<file path="config.mk">
export PLATFORM = sky130hd
export DESIGN_NAME = gat_bram_bridge
export DESIGN_NICKNAME = d
export VERILOG_FILES = /design/src/rtl/gat_bram_bridge.sv
export SDC_FILE = /design/constraint.sdc
export NUM_CORES = 1
export LEC_CHECK = 0
export BUFFER_PORTS_ARGS = -buffer_cell sky130_fd_sc_hd__buf_2
export CAP_MARGIN = 5
export CORE_MARGIN = 2
export CORE_UTILIZATION = 53
export DETAILED_ROUTE_END_ITERATION = 16
export GPL_ROUTABILITY_DRIVEN = 0
export PLACE_DENSITY = 0.73
export SLEW_MARGIN = 20
export SYNTH_ARGS = -nofsm -noshare
export SYNTH_HDL_FRONTEND = slang
export SYNTH_SLANG_ARGS = --single-unit
</file>
<file path="constraint.sdc">
create_clock -name clk -period 2.4 [get_ports clk]
set_clock_uncertainty 0.2 [all_clocks]
set_input_delay 0.12 -clock clk [delete_from_list [all_inputs] [get_ports clk]]
set_output_delay 0.12 -clock clk [all_outputs]
set_load 0.01 [all_outputs]
</file>
<file path="src/rtl/gat_bram_bridge.sv">
// -----------------------------------------------------------------------------
// gat_bram_bridge
//
// Purpose:
//   Bridges a narrow host write bus onto NUM_CH wide internal BRAM write
//   ports. The host streams each channel's contents as consecutive
//   TOP_WIDTH beats at increasing byte addresses. The bridge packs BEATS
//   beats into one DATA_W word and issues a single-cycle internal write.
//   Each channel tracks its own progress against an expected depth. It
//   flags completion (load_done) or a protocol violation (load_err).
//
// Ports:
//   clk         in   clock, rising edge
//   rst_n       in   asynchronous active-low reset
//   load_start  in   one-cycle pulse, re-arms every channel
//   cfg_depth   in   NUM_CH*ADDR_W, per-channel expected word count
//                    (channel c at [c*ADDR_W +: ADDR_W]), sampled on load_start
//   wr_en       in   host write strobe
//   wr_ch       in   CH_W, target channel of the host write
//   wr_addr     in   host byte address: [1:0] ignored, then beat, then word
//   wr_din      in   TOP_WIDTH, host write data
//   bram_we     out  NUM_CH, one-hot internal write enable (one-cycle pulse)
//   bram_addr   out  ADDR_W, internal word address
//   bram_din    out  DATA_W, packed internal word (beat k in lane k)
//   load_done   out  NUM_CH, sticky per-channel completion flag
//   load_err    out  NUM_CH, sticky per-channel error flag
//   all_ready   out  registered: every channel done and none in error
// -----------------------------------------------------------------------------
module gat_bram_bridge #(
    parameter  int TOP_WIDTH = 32,
    parameter  int NUM_CH    = 4,
    parameter  int DATA_W    = 64,
    parameter  int ADDR_W    = 18,
    localparam int BEATS     = (DATA_W + TOP_WIDTH - 1) / TOP_WIDTH,
    localparam int BEAT_W    = $clog2(BEATS),
    localparam int CH_W      = (NUM_CH > 1) ? $clog2(NUM_CH) : 1,
    localparam int WA_W      = ADDR_W + BEAT_W + 2
) (
    input  logic                       clk,
    input  logic                       rst_n,
    input  logic                       load_start,
    input  logic [NUM_CH*ADDR_W-1:0]   cfg_depth,
    input  logic                       wr_en,
    input  logic [CH_W-1:0]            wr_ch,
    input  logic [WA_W-1:0]            wr_addr,
    input  logic [TOP_WIDTH-1:0]       wr_din,
    output logic [NUM_CH-1:0]          bram_we,
    output logic [ADDR_W-1:0]          bram_addr,
    output logic [DATA_W-1:0]          bram_din,
    output logic [NUM_CH-1:0]          load_done,
    output logic [NUM_CH-1:0]          load_err,
    output logic                       all_ready
);

    // Beat counters need at least one bit even when a word is a single beat.
    localparam int BI_W  = (BEAT_W > 0) ? BEAT_W : 1;
    localparam int BUF_W = BEATS * TOP_WIDTH;

    typedef enum logic [1:0] {
        ST_IDLE = 2'd0,
        ST_LOAD = 2'd1,
        ST_DONE = 2'd2,
        ST_ERR  = 2'd3
    } state_t;

    // ------------------------------------------------------------------
    // Host address decode (shared by all channels)
    // ------------------------------------------------------------------
    logic [BI_W-1:0]   w_beat;
    logic [ADDR_W-1:0] w_word;
    logic              w_last;

    generate
        if (BEATS > 1) begin : g_beat_dec
            assign w_beat = wr_addr[BEAT_W+1:2];
        end else begin : g_beat_one
            assign w_beat = '0;
        end
    endgenerate

    assign w_word = wr_addr[BEAT_W+2 +: ADDR_W];
    assign w_last = (w_beat == BI_W'(BEATS - 1));

    // ------------------------------------------------------------------
    // Per-channel load FSMs
    // ------------------------------------------------------------------
    logic [NUM_CH-1:0] w_emit;
    logic [BUF_W-1:0]  w_buf_all [NUM_CH];

    genvar gi;
    generate
        for (gi = 0; gi < NUM_CH; gi++) begin : g_ch
            state_t            r_state;
            logic [BI_W-1:0]   r_beat;
            logic [ADDR_W-1:0] r_count;
            logic [ADDR_W-1:0] r_depth;
            logic [BUF_W-1:0]  r_buf;
            logic              r_done;
            logic              r_err;

            logic [ADDR_W-1:0] w_cfg;
            logic              w_hit;
            logic              w_in_order;

            assign w_cfg = cfg_depth[gi*ADDR_W +: ADDR_W];

            // load_start wins over a coincident write, so the write never
            // reaches the channel. Channels >= NUM_CH simply never match.
            assign w_hit      = wr_en && !load_start && (wr_ch == CH_W'(gi));
            assign w_in_order = (w_beat == r_beat) && (w_word == r_count);
            assign w_emit[gi] = w_hit && (r_state == ST_LOAD) && w_in_order && w_last;

            always_ff @(posedge clk or negedge rst_n) begin
                if (!rst_n) begin
                    r_state <= ST_IDLE;
                    r_beat  <= '0;
                    r_count <= '0;
                    r_depth <= '0;
                    r_buf   <= '0;
                    r_done  <= 1'b0;
                    r_err   <= 1'b0;
                end else if (load_start) begin
                    r_depth <= w_cfg;
                    r_beat  <= '0;
                    r_count <= '0;
                    r_buf   <= '0;
                    r_err   <= 1'b0;
                    // An empty channel has nothing to load and is complete now.
                    if (w_cfg == '0) begin
                        r_state <= ST_DONE;
                        r_done  <= 1'b1;
                    end else begin
                        r_state <= ST_LOAD;
                        r_done  <= 1'b0;
                    end
                end else if (w_hit) begin
                    case (r_state)
                        ST_LOAD: begin
                            if (w_in_order) begin
                                if (w_last) begin
                                    // Word is handed to the shared output
                                    // register this edge; start the next one.
                                    r_beat  <= '0;
                                    r_buf   <= '0;
                                    r_count <= r_count + 1'b1;
                                    if (r_count + 1'b1 == r_depth) begin
                                        r_state <= ST_DONE;
                                        r_done  <= 1'b1;
                                    end
                                end else begin
                                    r_buf[r_beat*TOP_WIDTH +: TOP_WIDTH] <= wr_din;
                                    r_beat <= r_beat + 1'b1;
                                end
                            end else begin
                                r_state <= ST_ERR;
                                r_err   <= 1'b1;
                                r_buf   <= '0;
                                r_beat  <= '0;
                            end
                        end
                        ST_DONE: begin
                            // Overflow: done stays set so the host can see
                            // how far the load got.
                            r_state <= ST_ERR;
                            r_err   <= 1'b1;
                        end
                        default: ;
                    endcase
                end
            end

            assign w_buf_all[gi] = r_buf;
            assign load_done[gi] = r_done;
            assign load_err[gi]  = r_err;
        end
    endgenerate

    // ------------------------------------------------------------------
    // Word assembly: earlier beats from the emitting channel's buffer,
    // final beat straight from the bus.
    // ------------------------------------------------------------------
    logic [BUF_W-1:0] w_full;

    always_comb begin
        w_full = '0;
        for (int i = 0; i < NUM_CH; i++) begin
            if (w_emit[i]) begin
                w_full = w_buf_all[i];
            end
        end
        w_full[(BEATS-1)*TOP_WIDTH +: TOP_WIDTH] = wr_din;
    end

    // ------------------------------------------------------------------
    // Shared registered outputs
    // ------------------------------------------------------------------
    logic [NUM_CH-1:0] r_bram_we;
    logic [ADDR_W-1:0] r_bram_addr;
    logic [DATA_W-1:0] r_bram_din;
    logic              r_all_ready;

    always_ff @(posedge clk or negedge rst_n) begin
        if (!rst_n) begin
            r_bram_we   <= '0;
            r_bram_addr <= '0;
            r_bram_din  <= '0;
            r_all_ready <= 1'b0;
        end else begin
            r_bram_we <= w_emit;
            if (|w_emit) begin
                r_bram_addr <= w_word;
                r_bram_din  <= w_full[DATA_W-1:0];
            end
            // Follows the flags by one cycle.
            r_all_ready <= (&load_done) && !(|load_err);
        end
    end

    assign bram_we   = r_bram_we;
    assign bram_addr = r_bram_addr;
    assign bram_din  = r_bram_din;
    assign all_ready = r_all_ready;

    // Byte-lane bits of the address and any lanes above DATA_W carry no
    // information for the BRAM.
    logic w_unused;
    assign w_unused = ^{wr_addr[1:0], w_full};

endmodule

</file>
# After elaboration in Yosys (flattened, before gate mapping)
# Cells that the tools add are included.
[op_classes]
addsub = 12
n_eq_ne = 35
shift = 8
n_mux = 140
n_reduce_logical = 73
[op_table]
columns = ["op", "count"]
rows = [
  ["2-to-1 mux 64 bit", 20],
  ["2-to-1 mux 18 bit", 20],
  ["bitwise mux 64 bit", 4],
  ["variable shift 32 x 34 -> 64 bit (first input constant)", 4],
  ["indexed part select 32 x 34 -> 64 bit", 4],
  ["== test 18 bit", 8],
  ["negator 6 -> 34 bit", 4],
  ["2-to-1 mux 32 bit", 4],
  ["adder 18 x 1 -> 18 bit (second input constant)", 4],
  ["zero test 18 bit", 4],
  ["2-to-1 mux 1 bit", 60],
  ["2-to-1 mux 2 bit", 24],
  ["AND reduction 4 bit", 9],
  ["nonzero test 2 bit", 17],
  ["logical AND 1 bit", 22],
  ["AND reduction 5 bit", 4],
  ["inequality test 4 x 3 -> 1 bit (second input constant)", 4],
  ["inequality test 4 bit (second input constant)", 4],
  ["one-hot mux 2 bit (2 select lines)", 4],
  ["== test 2 bit (second input constant)", 6],
  ["inequality test 3 bit (second input constant)", 4],
  ["AND reduction 3 bit", 4],
  ["nonzero test 3 bit", 4],
  ["== test 2 x 1 -> 1 bit (second input constant)", 5],
  ["7 further kinds", 21],
]
[word_totals]
reg_bits = 507
input_bits = 131
output_inout_bits = 95
wordCells = 300

# Logic depth before layout (Yosys ltp)
# Gate-level depths: netlist (run 1).
[depth]
word_depth = 10
mapped_depth = 12
ltp_nobuf = 9

# Least setup slack after synthesis (run 1)
# OpenSTA, ideal clock, no wires.
[synth_path]
path_kind = "input port to flip-flop"
start = "in wr_addr[2]"
end = "reg r_bram_addr[0] (netlist: bram_addr[0])"
setup_ns = 0.125
arrival_time_ns = 2.344
required_time_ns = 2.075
slack_ns = -0.270
stages = 11
n_path_buf = 3
path_cell_list = "clkbuf_1 inv_1 ha_1 nor4_1 nand2_1 or3_1 buf_2 inv_4 nor3_4 buf_6 mux2_4"
[synth_between]
elab_chain_cells = 5
elab_cells_between_ends = 17
cone_classes = "eq/ne (4); reduce/logical (13)"
[synth_rtl]
columns = ["element", "line", "text"]
rows = [
  ["start, declared", "45", "input logic [WA_W-1:0] wr_addr,"],
  ["== test 1 bit", "110", "assign w_in_order = (w_beat == r_beat) && (w_word == r_count);"],
  ["logical AND 1 bit", "110", ""],
  ["logical AND 1 bit (2 in a row)", "111", "assign w_emit[gi] = w_hit && (r_state == ST_LOAD) && w_in_order && w_last;"],
  ["OR reduction 4 bit (*)", "210", "if (|w_emit) begin"],
  ["end signal, assigned", "211", "r_bram_addr <= w_word;"],
  ["end, declared", "198", "logic [ADDR_W-1:0] r_bram_addr;"],
]
# Mark *: on every way between the ends. The rest lies on a longest branch, timed or not.
# A chain may end at the register's enable or synchronous reset.

# Final worst setup path (run 1)
[layout_path]
start = "reg g_ch[1].r_count[0]"
end = "reg r_bram_din[58] (netlist: bram_din[58])"
[layout_between]
elab_chain_cells = 5
[layout_rtl]
columns = ["element", "line", "text"]
rows = [
  ["start, declared", "95", "logic [ADDR_W-1:0] r_count;"],
  ["start signal, assigned", "145", "r_count <= r_count + 1'b1;"],
  ["== test 18 bit", "110", ""],
  ["logical AND 1 bit", "110", ""],
  ["logical AND 1 bit (2 in a row)", "111", ""],
  ["OR reduction 4 bit", "210", ""],
  ["end signal, assigned", "212", "r_bram_din <= w_full[DATA_W-1:0];"],
  ["end, declared", "199", "logic [DATA_W-1:0] r_bram_din;"],
]
# Every way passes these cells.

==> run metrics, run 1 <==
worst reg2reg startpoint=g_ch[1].r_count[0]; cells after synthesis=1835; crit path max fanout=14; Worst Tran Pin Value=0.884 ns; clk_lat worst skew=0.58 ns; reg2reg path depth=11; clock share of power=0.447; Achievable Freq=367 MHz; layout net count=2511; I/O Buffers=223; routed wire length=62200 um; top post-synthesis cells by area=dfrtp_1 (49%), xor2_1 (5.2%), a22o_1 (4.3%); status=finished with violations; Tmin final=2.72 ns; worst relative slew slack=0.411; CTS sink cnt=379; Max VDD drop=0.467 mV; Setup Viol. Count Final=238; Net Sw Frac=0.246; DR vias=17300; # H-tree levels=2; row cnt=70; Num CTS Buffers=41; WL per Instance=21.7 um; Final ANT Viol Nets=0; R2R Path End=bram_din[58]; Leak=12.5 nW; first-pass GRT wire length=97600 um; initial antenna violation count=0; placed cell count=2628; Area Growth Syn to Fin=36.7%; die area=0.0382 mm2; layout cells sized above 1=0.350; FFs w/ async S/R, synth=1.00; Root Driver=clkbuf_16; number of synthesized flops with an enable pin=0; Starting Density=0.535; die span in y=195 um; total track usage=0.324; Pint=0.0109 W; YS warnings=0; Layout Cells excl Fill=2871; R2R Setup Slk=-0.32 ns; DIE WIDTH=195 um; worst setup margin=-0.322 ns; vias in the first global route=17900; syn nets=1974; Hold WC Path Type=input pin to async pin; count of cell types in the netlist=79; 1st-pass router iterations=7; Worst Setup End Kind=register; largest net degree at the start of global routing=79; clock slew at reported path FFs=0.06 ns; sequential area share after synthesis=0.488; final hold vios=0; combinational power share=0.094; Req. time, crit path=2.66 ns; Placement Setup Slack=-0.353 ns; Max clock buf depth=3; n_diodes=0; most frequent cell after synthesis=dfrtp_1; switching power=0.00356 W; main flop type after synthesis=dfrtp_1; crit path DAT=2.98 ns; Tcrit/Tclk final=1.13; DRC violations left=0; CP Class=register to register; most area-hungry cell type in the Yosys netlist=dfrtp_1; Seq pwr share=0.459; FILL cells=2396; Synth top area share=0.488; Max-Cap Viols=0; Max Slew Vio Count=0; core region area=0.0363 mm2; grt ovf=0; Worst setup SP type=register; Iteration-0 DRC Markers=1324; hpwl dp=38600 um; pwr dens=546 mW/mm2; via count normalized by instance count=6.02; CTS tree=yes; Synth Register Bits=379; RSZ-0062 raised after global routing=true; synthesized area=0.0194 mm2; violated checks=setup timing; Fin Hold WS=0.0456 ns; Ports=226; most instantiated cells after synthesis=dfrtp_1 (379), nand2_1 (150), o21ai_0 (146); Avg Inst Size Synth=10.6 um2
[power by group through the flow]
| stage | clock [W] | sequential (W) | combinational, W |
|---|---|---|---|
| 5_1_grt | 0.00684 | 0.00667 | 0.00147 |
| 4_1_cts | 0.00654 | 0.00666 | 0.00133 |
| 3_5_place_dp | 0 | 0.00677 | 0.00110 |
| 6_report | 0.00648 | 0.00666 | 0.00136 |
| 2_1_floorplan | 0 | 0.00673 | 0.000580 |
| 3_3_place_gp | 0 | 0.00676 | 0.00108 |
[worst max-delay path, stage by stage (launching register included)]
cell     delay [ns]
dfrtp_1        0.43
buf_6          0.15
xor2_2         0.15
nor4_2         0.25
nand3_1        0.15
or3_4          0.38
inv_6          0.09
nor3_4         0.05
buf_12         0.16
buf_12         0.13
buf_16         0.15
mux2_4         0.31
[metrics by stage]
stage | utilization | total power, W | setup TNS [ns] | area [um2]
2_1_floorplan | - | 0.00731 | -1.89 | 19500
3_3_place_gp | 0.626 | 0.00784 | -16.39 | 22800
3_5_place_dp | 0.626 | 0.00787 | -23.78 | 22800
4_1_cts | 0.721 | 0.0145 | -13.44 | 26200
5_1_grt | 0.731 | 0.0150 | -53.03 | 26600
6_report | 0.731 | 0.0145 | -31.24 | 26600
[layer usage]
layer  up-vias  routed length (um)  track usage
li1       7742                   -            -
met1      8622               24400        0.408
met2       733               30200        0.546
met3       177                4960       0.0699
met4         0                2570        0.129
met5         -                   0            0
[registers in the layout (all words and copies together) (netlist names)]
register      count
bram_din         64
bram_addr        18
g_ch.r_buf      128
g_ch.r_state      8
g_ch.r_err        4
g_ch.r_depth     72
g_ch.r_beat       4
all_ready         1
g_ch.r_done       4
bram_we           4
g_ch.r_count     72
[area by class of cell]
type	instances	area (um2)	area share
Multi-Input combinational cell	1267	9630	0.363
Tap cell	468	586	0.0220
Clock buffer	57	1180	0.0443
Clock inverter	17	194	0.00730
Sequential cell	379	9500	0.358
Timing Repair Buffer	660	5380	0.202
Inverter	23	93.8	0.00353
[how the worst max path moves through the flow]
stage | from | to | cells past startpoint
3_5_place_dp | g_ch[2].r_count[0] | g_ch[2].r_state[0] | 7
3_3_place_gp | g_ch[2].r_count[0] | g_ch[2].r_state[0] | 7
4_1_cts | g_ch[3].r_beat | g_ch[3].r_count[16] | 9
5_1_grt | g_ch[1].r_count[0] | bram_din[60] | 11
6_report | g_ch[1].r_count[0] | bram_din[58] | 11
2_1_floorplan | g_ch[1].r_count[7] | bram_addr[0] | 10
[cells in the final DEF (no fill, tap or decap), types with 21 or more instances in the layout]
cell,n
o21ai_0,95
xor2_1,112
nand3_1,50
nor2_1,77
mux2_4,46
xnor2_1,65
buf_4,245
a22oi_1,21
dfrtp_1,365
nand4_1,28
a22o_1,95
nand2_1,145
clkbuf_16,44
dlygate4sd3_1,131
o22ai_1,34
a21oi_1,45
mux2_2,72
buf_12,33
buf_2,221
o21ai_1,40
nor4_1,23
[kinds of logic after synthesis]
kind of cell    share of synthesized area
simple gates                        0.133
compound gates                      0.161
flops                               0.488
buf+inv                            0.0484
xor+xnor                           0.0834
mux                                0.0814
fa+ha+maj                         0.00515
[timing repair]
| action | 4_1_cts | 5_1_grt |
|---|---|---|
| pin swaps | 73 | 56 |
| hold buffers | 132 | 0 |
| setup buffers | 19 | 13 |
| endpoints found under the hold margin | 667 | 0 |
| gates cloned | 4 | 2 |
| resized for setup | 154 | 43 |
| setup endpoints to repair | 207 | 292 |
(Power assumes the default switching activity.)
==> inputs of run 2 (changes only) <==
- clock period: 2.4 -> 2.3 ns (I/O delays scaled with it)
==> run 2 against run 1 <==
  * The flow still finishes with violations (setup timing)
  * Wire length up 18%
  * Via count up 9.4%
  * Critical path type unchanged
  * Non-clock buffer count rose by 75
  * First-iteration DRC count is 61% higher
  * Global-route usage rose by 0.56 points
  * Clock power grew 14%
  * Critical path depth is 2 lower
==> run metrics, run 2 (synthesized netlist as in run 1, its figures left out) <==
status=finished with violations (unchanged); violated checks=setup timing (unchanged); crit path max fanout=23 (was 14); Starting Density=0.535 (unchanged); Root Driver=clkbuf_16 (unchanged); CTS tree=yes (unchanged); Num CTS Buffers=41 (unchanged); Fin Hold WS=0.110 ns (was 0.0456 ns); Max Slew Vio Count=0 (unchanged); Worst Setup End Kind=register (unchanged); die span in y=195 um (unchanged); Ports=226 (unchanged); Worst Tran Pin Value=0.766 ns (was 0.884 ns); clk_lat worst skew=0.59 ns (was 0.58 ns); # H-tree levels=2 (unchanged); Layout Cells excl Fill=2949 (was 2871); Req. time, crit path=2.57 ns (was 2.66 ns); Achievable Freq=356 MHz (was 367 MHz); WL per Instance=24.9 um (was 21.7 um); Largest register FFs=128 (unchanged); final hold vios=0 (unchanged); Final ANT Viol Nets=0 (unchanged); Net Sw Frac=0.250 (was 0.246); pwr dens=558 mW/mm2 (was 546 mW/mm2); Worst setup SP type=register (unchanged); CP Class=register to register (unchanged); clock slew at reported path FFs=0.06 ns (about the same); Max VDD drop=0.641 mV (was 0.467 mV); Hold WC Path Type=input pin to register (was input pin to async pin); vias in the first global route=18400 (was 17900); via count normalized by instance count=6.41 (was 6.02); crit path DAT=3.08 ns (was 2.98 ns); DR vias=18900 (was 17300); placed cell count=2658 (was 2628); layout net count=2586 (was 2511); GRT met2 Usage=0.546 (about the same); largest net degree at the start of global routing=120 (was 79); DRC violations left=0 (unchanged); DIE WIDTH=195 um (unchanged); initial antenna violation count=3 (was 0); top flop regs=g_ch.r_buf: 128 flops, g_ch.r_count: 72 flops, g_ch.r_depth: 72 flops (unchanged); Tmin final=2.81 ns (was 2.72 ns); Setup Viol. Count Final=293 (was 238); Leak=13.2 nW (was 12.5 nW); die area=0.0382 mm2 (unchanged); grt ovf=0 (unchanged); RSZ-0062 raised after global routing=true (unchanged); Pint=0.0119 W (was 0.0109 W); first-pass GRT wire length=99600 um (was 97600 um); clock share of power=0.464 (was 0.447); worst relative slew slack=0.490 (was 0.411); Seq pwr share=0.438 (was 0.459); Tcrit/Tclk final=1.22 (was 1.13); Max-Cap Viols=0 (unchanged); switching power=0.00396 W (was 0.00356 W); 1st-pass router iterations=6 (was 7); Biggest register=g_ch.r_buf (unchanged); routed wire length=73500 um (was 62200 um); worst setup margin=-0.512 ns (was -0.322 ns); Max clock buf depth=3 (unchanged); Util after Layout=0.782 (was 0.731); I/O Buffers=223 (unchanged); row cnt=70 (unchanged); M3 GR Usage=0.0653 (was 0.0699); grt met1 use=0.416 (was 0.408); Iteration-0 DRC Markers=2127 (was 1324); hpwl dp=39800 um (was 38600 um); Area Growth Syn to Fin=46.2% (was 36.7%); busiest grt layer=met2 (unchanged); combinational power share=0.098 (was 0.094); total track usage=0.330 (was 0.324); most common cell after layout, fill and taps aside=dfrtp_1 (unchanged); core region area=0.0363 mm2 (unchanged); CTS sink cnt=379 (unchanged); layout cells sized above 1=0.408 (was 0.350); commonest cells after routing, fill and taps aside=dfrtp_1 (365), buf_4 (274), buf_2 (221) (was dfrtp_1 (365), buf_4 (245), buf_2 (221)); Pwr Total=0.0159 W (was 0.0145 W)
run 2: changes by cell type in the layout (fill, tap and decap cells not counted), moves of 13 or more:
cell	previous run	this run
o21ai_0	95	82
o22ai_1	34	6
buf_4	245	274
o22ai_4	0	15
buf_6	19	37
clkbuf_16	44	58
o22ai_2	1	14
buf_12	33	46
o21ai_2	11	33
run 2: routing by layer:
metal / wire length (um) / share of wire / vias up
li1: - / - / 7921
met1: 26500 / 0.36 / 9299
met2: 35200 / 0.48 / 1287
met3: 7040 / 0.096 / 382
met4: 4800 / 0.065 / 2
met5: 7 / 0.000095 / -
run 2: worst paths after layout:
| path | from | endpoint | slack (ns) | cells after the start |
|---|---|---|---|---|
| worst max-delay path | g_ch[2].r_count[10] | bram_addr[17] | -0.51 | 9 |
| worst min-delay path | cfg_depth[7] | g_ch[0].r_depth[7] | 0.11 | 4 |
| worst max register to register | g_ch[2].r_count[10] | bram_addr[17] | -0.51 | 9 |
| worst min register to register | g_ch[2].r_buf[13] | g_ch[2].r_buf[13] | 0.30 | 2 |
| max in group asynchronous | rst_n | g_ch[2].r_buf[9] | 0.61 | 4 |
| min in group asynchronous | rst_n | g_ch[2].r_depth[9] | 0.44 | 3 |
run 2: repair_timing:
item	4_1_cts	5_1_grt
resized for setup	106	237
hold buffers	134	0
setup buffers	10	43
pin swaps	38	91
setup endpoints to repair	288	299
gates cloned	2	26
hold endpoints to repair	663	0
run 2: power groups by stage:
stage / logic (W) / registers, W / clock network (W)
6_report: 0.00155 / 0.00695 / 0.00736
2_1_floorplan: 0.000609 / 0.00702 / 0
5_1_grt: 0.00164 / 0.00696 / 0.00765
3_5_place_dp: 0.00120 / 0.00706 / 0
4_1_cts: 0.00141 / 0.00694 / 0.00730
3_3_place_gp: 0.00116 / 0.00706 / 0
run 2: cell type report:
cell class | instances | area [um2]
Fill cell | 1999 | 7940
Multi-Input combinational cell | 1267 | 10400
Antenna cell | 2 | 5.00
Clock inverter | 18 | 305
Sequential cell | 379 | 9500
Inverter | 23 | 98.8
Tap cell | 468 | 586
Timing Repair Buffer | 735 | 6380
Clock buffer | 57 | 1170
run 2: stage by stage:
step	setup slack (ns)	area [um2]	TNS (ns)
finish	-0.512	28400	-67.22
global route	-0.551	28400	-87.30
CTS	-0.284	26500	-37.07
detailed placement	-0.417	23100	-59.73
global placement	-0.346	23100	-54.38
floorplan	-0.142	19700	-9.02
run 2: critical path, stage by stage (launching register included):
cell	delay, ns
dfrtp_1	0.46
xor2_1	0.34
nor4_4	0.10
nand2_2	0.12
nor3_4	0.06
o21a_4	0.25
nor3_4	0.34
buf_6	0.19
buf_12	0.23
mux2_2	0.36
